[src/rtl/pulse_pkg.sv]
// Shared definitions for the pulse conditioning blocks: qualifier FSM encoding and
// default parameter values.
package pulse_pkg;

    typedef enum logic [1:0] {
        ST_IDLE_LO   = 2'd0,
        ST_DEB_HI    = 2'd1,
        ST_STABLE_HI = 2'd2,
        ST_DEB_LO    = 2'd3
    } state_e;

    localparam int unsigned DEFAULT_DEBOUNCE = 4;
    localparam int unsigned DEFAULT_GCNT_W   = 8;

endpackage

[src/rtl/pulse_qualify_if.sv]
// Event line in, qualified strobes / debounced level / glitch count out.
interface pulse_qualify_if
    import pulse_pkg::*;
#(
    parameter int unsigned GCNT_W = DEFAULT_GCNT_W
);

    logic              raw_in;
    logic              rise_pulse;
    logic              fall_pulse;
    logic              level;
    logic [GCNT_W-1:0] glitch_cnt;

    modport master (
        output raw_in,
        input  rise_pulse,
        input  fall_pulse,
        input  level,
        input  glitch_cnt
    );

    modport slave (
        input  raw_in,
        output rise_pulse,
        output fall_pulse,
        output level,
        output glitch_cnt
    );

endinterface

[src/rtl/sync_2ff.sv]
// Two-flop synchroniser for a single asynchronous bit, synchronous active-high reset to 0.
module sync_2ff (
    input  logic clk,
    input  logic rst,
    input  logic d_i,
    output logic q_o
);

    logic sync1_d, sync1_q;
    logic s_d, s_q;

    always_comb begin
        sync1_d = d_i;
        s_d     = sync1_q;
    end

    always_ff @(posedge clk) begin
        if (rst) begin
            sync1_q <= 1'b0;
            s_q     <= 1'b0;
        end else begin
            sync1_q <= sync1_d;
            s_q     <= s_d;
        end
    end

    assign q_o = s_q;

endmodule

[src/rtl/pulse_qualify.sv]
// Synchronises and debounces a raw event line, emitting one-cycle rise/fall strobes and
// counting aborted qualifications.
module pulse_qualify
    import pulse_pkg::*;
#(
    parameter int unsigned DEBOUNCE = DEFAULT_DEBOUNCE,
    parameter int unsigned GCNT_W   = DEFAULT_GCNT_W
) (
    input  logic            clk,
    input  logic            rst,
    pulse_qualify_if.slave  bus
);

    localparam int unsigned       CntW    = $clog2(DEBOUNCE) + 1;
    localparam logic [CntW-1:0]   CntMax  = CntW'(DEBOUNCE - 1);
    localparam logic [GCNT_W-1:0] GcntMax = '1;

    logic s;

    state_e            state_d, state_q;
    logic [CntW-1:0]   cnt_d, cnt_q;
    logic              level_d, level_q;
    logic              rise_d, rise_q;
    logic              fall_d, fall_q;
    logic [GCNT_W-1:0] glitch_cnt_d, glitch_cnt_q;
    logic              glitch_inc;

    sync_2ff u_sync (
        .clk (clk),
        .rst (rst),
        .d_i (bus.raw_in),
        .q_o (s)
    );

    // Abort (s back at the old level) is checked before terminal count.
    always_comb begin
        state_d    = state_q;
        cnt_d      = cnt_q;
        level_d    = level_q;
        rise_d     = 1'b0;
        fall_d     = 1'b0;
        glitch_inc = 1'b0;
        unique case (state_q)
            ST_IDLE_LO: begin
                if (s) begin
                    state_d = ST_DEB_HI;
                    cnt_d   = '0;
                end
            end
            ST_DEB_HI: begin
                if (!s) begin
                    state_d    = ST_IDLE_LO;
                    glitch_inc = 1'b1;
                end else if (cnt_q == CntMax) begin
                    state_d = ST_STABLE_HI;
                    level_d = 1'b1;
                    rise_d  = 1'b1;
                end else begin
                    cnt_d = cnt_q + 1'b1;
                end
            end
            ST_STABLE_HI: begin
                if (!s) begin
                    state_d = ST_DEB_LO;
                    cnt_d   = '0;
                end
            end
            ST_DEB_LO: begin
                if (s) begin
                    state_d    = ST_STABLE_HI;
                    glitch_inc = 1'b1;
                end else if (cnt_q == CntMax) begin
                    state_d = ST_IDLE_LO;
                    level_d = 1'b0;
                    fall_d  = 1'b1;
                end else begin
                    cnt_d = cnt_q + 1'b1;
                end
            end
            default: state_d = ST_IDLE_LO;
        endcase

        glitch_cnt_d = glitch_cnt_q;
        if (glitch_inc && (glitch_cnt_q != GcntMax)) begin
            glitch_cnt_d = glitch_cnt_q + 1'b1;
        end
    end

    always_ff @(posedge clk) begin
        if (rst) begin
            state_q      <= ST_IDLE_LO;
            cnt_q        <= '0;
            level_q      <= 1'b0;
            rise_q       <= 1'b0;
            fall_q       <= 1'b0;
            glitch_cnt_q <= '0;
        end else begin
            state_q      <= state_d;
            cnt_q        <= cnt_d;
            level_q      <= level_d;
            rise_q       <= rise_d;
            fall_q       <= fall_d;
            glitch_cnt_q <= glitch_cnt_d;
        end
    end

    assign bus.rise_pulse = rise_q;
    assign bus.fall_pulse = fall_q;
    assign bus.level      = level_q;
    assign bus.glitch_cnt = glitch_cnt_q;

endmodule
[src/flat_wrapper.sv]
// flat-port wrapper written by rule: the top's interface ports become plain ports
module pulse_qualify_flat import pulse_pkg::*;
#(
    parameter int unsigned DEBOUNCE = DEFAULT_DEBOUNCE,
    parameter int unsigned GCNT_W   = DEFAULT_GCNT_W
)
  (clk, rst, bus_raw_in, bus_rise_pulse, bus_fall_pulse, bus_level, bus_glitch_cnt);
  pulse_qualify_if #(.GCNT_W(GCNT_W)) bus_i ();
  input  logic clk;
  input  logic rst;
  input wire logic [$bits(bus_i.raw_in)-1:0] bus_raw_in;
  output wire logic [$bits(bus_i.rise_pulse)-1:0] bus_rise_pulse;
  output wire logic [$bits(bus_i.fall_pulse)-1:0] bus_fall_pulse;
  output wire logic [$bits(bus_i.level)-1:0] bus_level;
  output wire logic [$bits(bus_i.glitch_cnt)-1:0] bus_glitch_cnt;
  assign bus_i.raw_in = bus_raw_in;
  assign bus_rise_pulse = bus_i.rise_pulse;
  assign bus_fall_pulse = bus_i.fall_pulse;
  assign bus_level = bus_i.level;
  assign bus_glitch_cnt = bus_i.glitch_cnt;
  pulse_qualify #(.DEBOUNCE(DEBOUNCE), .GCNT_W(GCNT_W)) u_core (.clk(clk), .rst(rst), .bus(bus_i));
endmodule
[config.mk]
export PLATFORM = sky130hd
export DESIGN_NAME = pulse_qualify_flat
export DESIGN_NICKNAME = d
export VERILOG_FILES = /design/src/rtl/pulse_pkg.sv /design/src/rtl/pulse_qualify_if.sv /design/src/rtl/sync_2ff.sv /design/src/rtl/pulse_qualify.sv /design/src/flat_wrapper.sv
export SDC_FILE = /design/constraint.sdc
export NUM_CORES = 1
export LEC_CHECK = 0
export ABC_AREA = 1
export BUFFER_PORTS_ARGS = -buffer_cell sky130_fd_sc_hd__buf_2
export CAP_MARGIN = 10
export CORE_MARGIN = 1.5
export CORE_UTILIZATION = 56
export CTS_CLUSTER_DIAMETER = 50
export DETAILED_ROUTE_END_ITERATION = 8
export PLACE_DENSITY = 0.79
export SLEW_MARGIN = 20
export SYNTH_ARGS = -nofsm -noshare
export SYNTH_HDL_FRONTEND = slang
export SYNTH_SLANG_ARGS = --single-unit
[constraint.sdc]
create_clock -name clk -period 3.4 [get_ports clk]
set_clock_uncertainty 0.15 [all_clocks]
set_input_delay 0.51 -clock clk [delete_from_list [all_inputs] [get_ports clk]]
set_output_delay 0.51 -clock clk [all_outputs]
set_load 0.01 [all_outputs]
=== Yosys cells after proc, flatten, opt, wreduce, memory -nomap -nowiden ===
Index checks and enable logic that the tools add are counted.
Widths: inputs -> output; s select.

* Add/sub/neg operators: 2
* Equality and inequality tests: 13
* Muxes and demuxes: 22
* Bitwise gates (word level): 3
* Reductions and logical operators: 8

{| class="wikitable"
|+ Operators by type and width
! operator !! count
|-
| $mux 3 || 5
|-
| $mux 2 || 6
|-
| $pmux 3 s4 || 1
|-
| $add 8x1->8 const B || 1
|-
| $ne 2x2->1 const B || 4
|-
| $ne 8x8->1 const B || 1
|-
| $pmux 2 s4 || 1
|-
| $reduce_and 4->1 || 2
|-
| $mux 1 || 7
|-
| $ne 3x2->1 const B || 2
|-
| $reduce_or 3->1 || 2
|-
| $reduce_and 5->1 || 1
|-
| $eq 2x2->1 const B || 2
|-
| $ne 2x1->1 const B || 2
|-
| $pmux 1 s2 || 2
|-
| $add 3x1->3 const B || 1
|-
| $eq 3x2->1 const B || 1
|-
| $not 1->1 || 3
|-
| $eq 2x1->1 const B || 1
|-
| $logic_not 2->1 || 1
|-
| $reduce_bool 2->1 || 1
|-
| $logic_and 1x1->1 || 1
|}

* Flip-flop bits (word level): 18
* Input bits: 3
* Output and inout bits: 11
* Word-level logic and storage cells: 56

=== Logic depth before layout (Yosys ltp) ===
Gate-level depths: netlist of run 1.

* Depth after elaboration: 4
* Depth in mapped cells: 8

=== Modules after synthesis ===
Synthesis of run 1 repeated with hierarchy kept, for this count alone.

* Cell total of the unflattened synthesis: 117
* Area, all modules: 848.3 um2

{| class="wikitable"
|+ Modules (own cells, without submodules)
! module !! times used !! cells each !! area an instance (um2)
|-
| pulse_qualify || 1 || 111 || 793.3
|-
| sync_2ff || 1 || 6 || 55.1
|}

=== Worst setup path after synthesis of run 1 ===
OpenSTA, ideal clock, no wires.

* Kind: register to register
* From: reg u_core.glitch_cnt_q[0], in the netlist u_core.bus.glitch_cnt[0]
* To: reg u_core.glitch_cnt_q[1], in the netlist u_core.bus.glitch_cnt[1]
* Arrival: 1.163 ns
* Data required time: 3.134 ns
* Path slack: 1.971 ns
* Stages on the path, launching flop included: 9
* Path buffers: 0
* Clock period less this slack: 1.429 ns
* Cell sequence: dfxtp_1 ha_1 nand2_2 nor2_4 nand2_2 nand2_4 inv_2 nor2_1 nor2_1

* Word-level cells in the longest chain between the ends: 2
* Elaborated cells on any way between the ends: 3

{| class="wikitable"
|+ RTL lines
! what !! line !! text
|-
| from (decl) || pulse_qualify.sv:25 || <nowiki>logic [GCNT_W-1:0] glitch_cnt_d, glitch_cnt_q;</nowiki>
|-
| from (signal assigned) || pulse_qualify.sv:103 || <nowiki>glitch_cnt_q <= glitch_cnt_d;</nowiki>
|-
| parallel branches: the longest is 2 deep, another holds $add 8x1->8 || - ||
|}

Several ways; the timed one is not identified.
A chain may end at the register's enable or synchronous reset.

=== Worst setup path after layout of run 1 ===
* From: reg u_core.glitch_cnt_q[4], in the netlist u_core.bus.glitch_cnt[4]
* To: out bus_glitch_cnt[4]

{| class="wikitable"
|+ RTL lines
! what !! line !! text
|-
| to (decl) || flat_wrapper.sv:15 || <nowiki>output wire logic [$bits(bus_i.glitch_cnt)-1:0] bus_glitch_cnt;</nowiki>
|}

No word-level cell between the ends.

==> impl_metrics.env, run 1 <==
export IMPL_syn_cell_area_um2=885
export IMPL_p_sw_share_pct=27.3
export IMPL_dp_hpwl_um=1200
export IMPL_wl_per_cell_um=10.7
export IMPL_grt_max_degree=11
export IMPL_avgViaCountPerCell=5.12
export IMPL_fp_dieArea_um2=1830
export IMPL_globalplace_congestion=0.846
export IMPL_worst_path_stages=1
export IMPL_cp_start_kind="flip-flop"
export IMPL_cp_num_buf_inv=1
export IMPL_finalCritPeriodShare_pct=46.1
export IMPL_drive_gt1_share_pct=19.7
export IMPL_layout_nets=145
export IMPL_reg2reg_to="u_core.bus.glitch_cnt[1]$_SDFFE_PP0P_"
export IMPL_final_min_clock_period_ns=1.57
export IMPL_cts_hold_buf=0
export IMPL_grt_use_met2_pct=27.6
export IMPL_routed_wl_um=1640
export IMPL_pwr_share_clk_pct=32.2
export IMPL_ys_seq_elements=18
export IMPL_num_fill_cells=124
export IMPL_fmax_ghz=0.638
export IMPL_netlist_area_leader_share_pct=40.7
export IMPL_multi_input_area_um2=448
export IMPL_synthXorXnorAreaFrac_pct=2.97
export IMPL_port_buffers=13
export IMPL_crit_path_end="bus_glitch_cnt[4]"
export IMPL_relSlewSlack_pct=79.4
export IMPL_grt_overflow=0
export IMPL_grtUsageTotal_pct=18.9
export IMPL_seq_area_um2=360
export IMPL_arrival_ns=0.91
export IMPL_fin_area_um2=993
export IMPL_die_h_um=42.7
export IMPL_num_antenna_cells=0
export IMPL_htreeDepth=1
export IMPL_synth_top_family_by_area="simple AND/OR/NAND/NOR gates"
export IMPL_required_ns=2.74
export IMPL_path_delay_family="flip-flops"
export IMPL_yosys_warnings=0
export IMPL_synth_edf_count=0
export IMPL_min_delay_start="bus_raw_in"
export IMPL_dp_slack_ns=1.92
export IMPL_slew_violations=0
export IMPL_ys_top_cells_by_area="dfxtp_1 (41%), nand2_1 (11%), nor2_1 (7.2%)"
export IMPL_rows=14
export IMPL_initial_core_util_pct=59.4
export IMPL_vias=783
export IMPL_power_density_nw_per_um2=420
export IMPL_drt_pass1_iter_count=4
export IMPL_ioPinCount=14
export IMPL_power_leakage_nw=0.456
export IMPL_cpPeakStageDelay_ns=0.44
export IMPL_synth_seq_area_share_pct=40.7
export IMPL_numCtsBuffers=3
export IMPL_path_cells="buf_2"
export IMPL_grtUsageMet1_pct=26.6
export IMPL_synth_common_cells="nand2_1 (27), dfxtp_1 (18), nor2_1 (17)"
export IMPL_post_cts_resize_count=0
export IMPL_synth_top_cell_by_area="dfxtp_1"
export IMPL_antenna_found_initial=0
export IMPL_grt_pass1_vias=629
export IMPL_peakVddDrop_v=0.000329
export IMPL_clock_latency_ns=0.29
export IMPL_fin_hold_ws_ns=0.256
export IMPL_pwr_share_seq_pct=55.5
export IMPL_cts_buffer_depth=2
export IMPL_setup_tns_ns=0
export IMPL_grt_busiest_layer="met2"
export IMPL_placed_area_um2=957
export IMPL_hold_path_class="input port to flip-flop"
export IMPL_cp_slowest_cell="dfxtp_1"
export IMPL_finalPower_mw=0.418
export IMPL_cts_root_buf="clkbuf_4"
export IMPL_drc_errors=0
export IMPL_final_setup_worst_slack_ns=1.83
export IMPL_internal_power_mw=0.304
export IMPL_grt_pass1_wl_um=2630
export IMPL_startpoint="u_core.bus.glitch_cnt[4]$_SDFFE_PP0P_"
export IMPL_synth_async_reset_ratio_pct=0
export IMPL_rrSetupSlack_ns=1.91
export IMPL_met3_usage_pct=3.83
export IMPL_critical_path_max_fanout=6
export IMPL_critical_path_class="flip-flop to output pin"
export IMPL_power_frac_comb_pct=12.4
export IMPL_synth_most_common_cell="nand2_1"
export IMPL_synthFlopType="dfxtp_1"
export IMPL_path_clk_slew_ns=0.11
export IMPL_syn_num_nets=129
export IMPL_cts_setup_buffers=0
export IMPL_synthMuxAreaShare_pct=0
export IMPL_ant_nets=0
export IMPL_p_switching_mw=0.114
export IMPL_cts_tree="done"
export IMPL_critPathCaptureType="output pin"
export IMPL_core_area_um2=1490
export IMPL_crit_reg2reg_launch="u_core.bus.glitch_cnt[1]$_SDFFE_PP0P_"
export IMPL_area_growth_pct=12.3
export IMPL_status="finished, final reports clean"
export IMPL_hold_viol_final=0
export IMPL_synth_area_per_cell_um2=7.25
export IMPL_synth_compound_area_share_pct=9.05
export IMPL_die_x_um=42.7
export IMPL_synthSimpleGateAreaFrac_pct=33.0
export IMPL_synthAdderAreaFrac_pct=5.66
export IMPL_drt_iter0_drc=15
export IMPL_grt_setup_unrepaired="no"
export IMPL_reg2regPathDepth=8
export IMPL_max_cap_viol_count=0
export IMPL_clock_sinks=18
export IMPL_setup_viol=0
export IMPL_synthDistinctLibCells=22
export IMPL_synth_cells=122
export IMPL_worst_pin_slew_ns=0.309
[placed cells by master, fill, tap and decap left out]
master and n:
xor2_1 3, nand2_1 27, nor2_2 1, clkbuf_8 1, o211ai_1 2, dfxtp_1 18
inv_1 15, nand3_1 9, nor3_2 1, a21oi_1 7, inv_2 2, nor3_1 1
ha_1 4, o21ai_0 3, nor2_4 1, buf_2 13, nand2_4 1, nor2_1 17
nand4_1 3, clkbuf_4 3, nand2_2 3, a31oi_1 1, a31o_2 1
[sequential cells by signal (all words and copies together) (netlist names), named ones only]
signal and flops:
u_core.cnt_q 3, u_core.state_q 1, u_core.u_sync.q_o 1, u_core.bus.rise_pulse 1, u_core.bus.glitch_cnt 8, u_core.bus.fall_pulse 1
u_core.u_sync.s_d 1, u_core.bus.level 1
[worst min-delay path by stage]
stage	slack, ns	cells after the start	endpoint
2_1_floorplan	0.24	2	u_core.u_sync.q_o$_SDFF_PP0_
3_3_place_gp	0.25	2	u_core.u_sync.q_o$_SDFF_PP0_
3_5_place_dp	0.25	2	u_core.u_sync.q_o$_SDFF_PP0_
4_1_cts	0.26	3	u_core.u_sync.s_d$_SDFF_PP0_
5_1_grt	0.25	3	u_core.u_sync.s_d$_SDFF_PP0_
6_report	0.26	3	u_core.u_sync.s_d$_SDFF_PP0_
[routing by layer]
layer | share of wire (%) | routed length [um]
met1 | 50 | 818
met2 | 46 | 746
met3 | 3.1 | 51
met4 | 1.3 | 21
met5 | 0 | 0
[kinds of logic (layout without fill, tap and decap cells)]
group                      after synthesis  after routing
AOI/OAI and AO/OA                       14             14
and+or+nand+nor                         64             64
buffers and inverters                   19             34
adders and majority gates                4              4
DFF                                     18             18
xor gates and xnor gates                 3              3
[area by class of cell]
| cell class | count | share of cell area [%] |
|---|---|---|
| flip-flops and latches | 18 | 36.3 |
| clock buffers | 4 | 3.65 |
| repair buffers | 13 | 6.55 |
| well taps | 16 | 2.02 |
| inverters | 17 | 6.42 |
| multi-input cells | 85 | 45.1 |
[through the flow]
stage,instances,util [%]
2_1_floorplan,122,-
3_3_place_gp,149,64.3
3_5_place_dp,149,64.3
4_1_cts,153,66.7
5_1_grt,153,66.7
6_report,153,66.7
[power groups by stage]
stage	Sequential [mW]	Combinational (mW)	Clock, mW
3_3_place_gp	0.235	0.0495	0
5_1_grt	0.233	0.0601	0.144
6_report	0.232	0.0516	0.134
4_1_cts	0.231	0.0518	0.135
2_1_floorplan	0.233	0.0428	0
3_5_place_dp	0.236	0.0514	0
Power figures use the tool's default switching activity.
==> run 2, diff against run 1 <==
Settings changed: CORE_UTILIZATION 56 to 53, PLACE_DENSITY 0.79 to 0.75.
Clock period 3.4 ns to 1.5 ns, I/O delays scaled along.
==> impl_metrics.env, run 2 (synthesis results as in run 1) <==
export IMPL_fp_dieArea_um2=1920
export IMPL_status="finished, final reports clean"
export IMPL_max_cap_viol_count=0
export IMPL_critical_path_max_fanout=2
export IMPL_grt_overflow=0
export IMPL_relSlewSlack_pct=85.7
export IMPL_slew_violations=0
export IMPL_initial_core_util_pct=57.4
export IMPL_routed_wl_um=1710
export IMPL_clock_sinks=18
export IMPL_numCtsBuffers=3
export IMPL_grtUsageTotal_pct=19.4
export IMPL_worst_pin_slew_ns=0.213
export IMPL_htreeDepth=1
export IMPL_layout_nets=150
export IMPL_antenna_found_initial=0
export IMPL_drc_errors=0
export IMPL_drive_gt1_share_pct=27.0
export IMPL_setup_tns_ns=0
export IMPL_utilization_pct=68.2
export IMPL_cts_root_buf="clkbuf_4"
export IMPL_num_antenna_cells=0
export IMPL_ioPinCount=14
export IMPL_peakVddDrop_v=0.000497
export IMPL_arrival_ns=1.52
export IMPL_dp_hpwl_um=1250
export IMPL_power_density_nw_per_um2=855
export IMPL_hold_path_class="input port to flip-flop"
export IMPL_critPathCaptureType="flip-flop"
export IMPL_critical_path_class="flip-flop to flip-flop"
export IMPL_die_h_um=43.9
export IMPL_clock_latency_ns=0.29
export IMPL_cts_tree="done"
export IMPL_final_cell_mix="nand2_1 (25), nor2_1 (17), inv_1 (15), dfxtp_1 (15), buf_2 (13)"
export IMPL_rows=14
export IMPL_fmax_ghz=0.691
export IMPL_final_min_clock_period_ns=1.45
export IMPL_globalplace_congestion=0.838
export IMPL_drt_pass1_iter_count=4
export IMPL_die_x_um=43.9
export IMPL_required_ns=1.57
export IMPL_hold_viol_final=0
export IMPL_core_area_um2=1540
export IMPL_path_clk_slew_ns=0.10
export IMPL_largest_reg_flops=8
export IMPL_setup_viol=0
export IMPL_area_growth_pct=18.8
export IMPL_finalPower_mw=0.899
export IMPL_cts_buffer_depth=2
export IMPL_drt_iter0_drc=14
export IMPL_grt_max_degree=11
export IMPL_layout_commonest_cell="nand2_1"
export IMPL_vias=808
export IMPL_ant_nets=0
export IMPL_finalCritPeriodShare_pct=96.4
export IMPL_power_leakage_nw=0.486
export IMPL_port_buffers=13
export IMPL_wl_per_cell_um=10.9
export IMPL_grt_pass1_wl_um=2820
export IMPL_grt_pass1_vias=697
export IMPL_avgViaCountPerCell=5.15
export IMPL_cp_start_kind="flip-flop"
[run 2: cell count changes in the layout (fill, tap and decap cells not counted), moves of 2 or more]
cell	delta
dfxtp_2	+3
nand2_1	-2
ha_1	-3
dfxtp_1	-3
buf_4	+4
ha_2	+2
[run 2: final timing paths]
check	start	endpoint	cells after the start	slack (ns)
max	u_core.bus.glitch_cnt[0]$_SDFFE_PP0P_	u_core.bus.glitch_cnt[4]$_SDFFE_PP0P_	7	0.05
max reg2reg	u_core.bus.glitch_cnt[0]$_SDFFE_PP0P_	u_core.bus.glitch_cnt[4]$_SDFFE_PP0P_	7	0.05
min reg2reg	u_core.u_sync.s_d$_SDFF_PP0_	u_core.u_sync.q_o$_SDFF_PP0_	2	0.26
min	rst	u_core.bus.glitch_cnt[4]$_SDFFE_PP0P_	2	0.09
[run 2: final cells by class]
cell class,count,area [um^2]
fillers,137,490
multi-input cells,85,475
flip-flops and latches,18,364
repair buffers,18,105
inverters,17,63.8
clock buffers,3,22.5
well taps,16,20.0
[run 2: per-stage QoR]
stage | cell area, um^2 | hold slack [ns] | worst slack [ns] | instances
2_1_floorplan | 885 | 0.182 | 0.0714 | 122
3_5_place_dp | 980 | 0.248 | 0.0277 | 152
6_report | 1050 | 0.0869 | 0.0535 | 157
5_1_grt | 1050 | 0.0817 | -0.0155 | 157
3_3_place_gp | 980 | 0.243 | 0.0464 | 152
4_1_cts | 1010 | 0.0831 | 0.00819 | 156
[run 2: metal layers]
layer | global-route usage (%) | vias to the layer above | share of wire [%]
met1 | 25.4 | 360 | 50
met4 | 6.67 | 0 | 0.76
met5 | 0 | - | 0
met2 | 31.8 | 19 | 46
met3 | 3.75 | 2 | 2.7
li1 | - | 427 | -
[run 2: where the power goes]
| group | leakage [nW] | internal (mW) | switching, mW |
|---|---|---|---|
| clock | 0.0138 | 0.0933 | 0.144 |
| combinational | 0.325 | 0.0516 | 0.0864 |
| sequential | 0.148 | 0.502 | 0.0214 |
[run 2: critical path, cell delays in order, from the launching register on]
cell     delay [ns]
dfxtp_1        0.39
ha_4           0.17
nand2_2        0.08
nor2_4         0.14
buf_4          0.12
xor2_1         0.15
nand2_1        0.07
a21oi_1        0.11
[run 2: what timing repair did]
item | CTS | global route
endpoints found under the setup margin | 0 | 12
buffers inserted | 0 | 1
endpoints found under the hold margin | 1 | 0
hold buffers | 1 | 0
gates resized for setup | 0 | 11
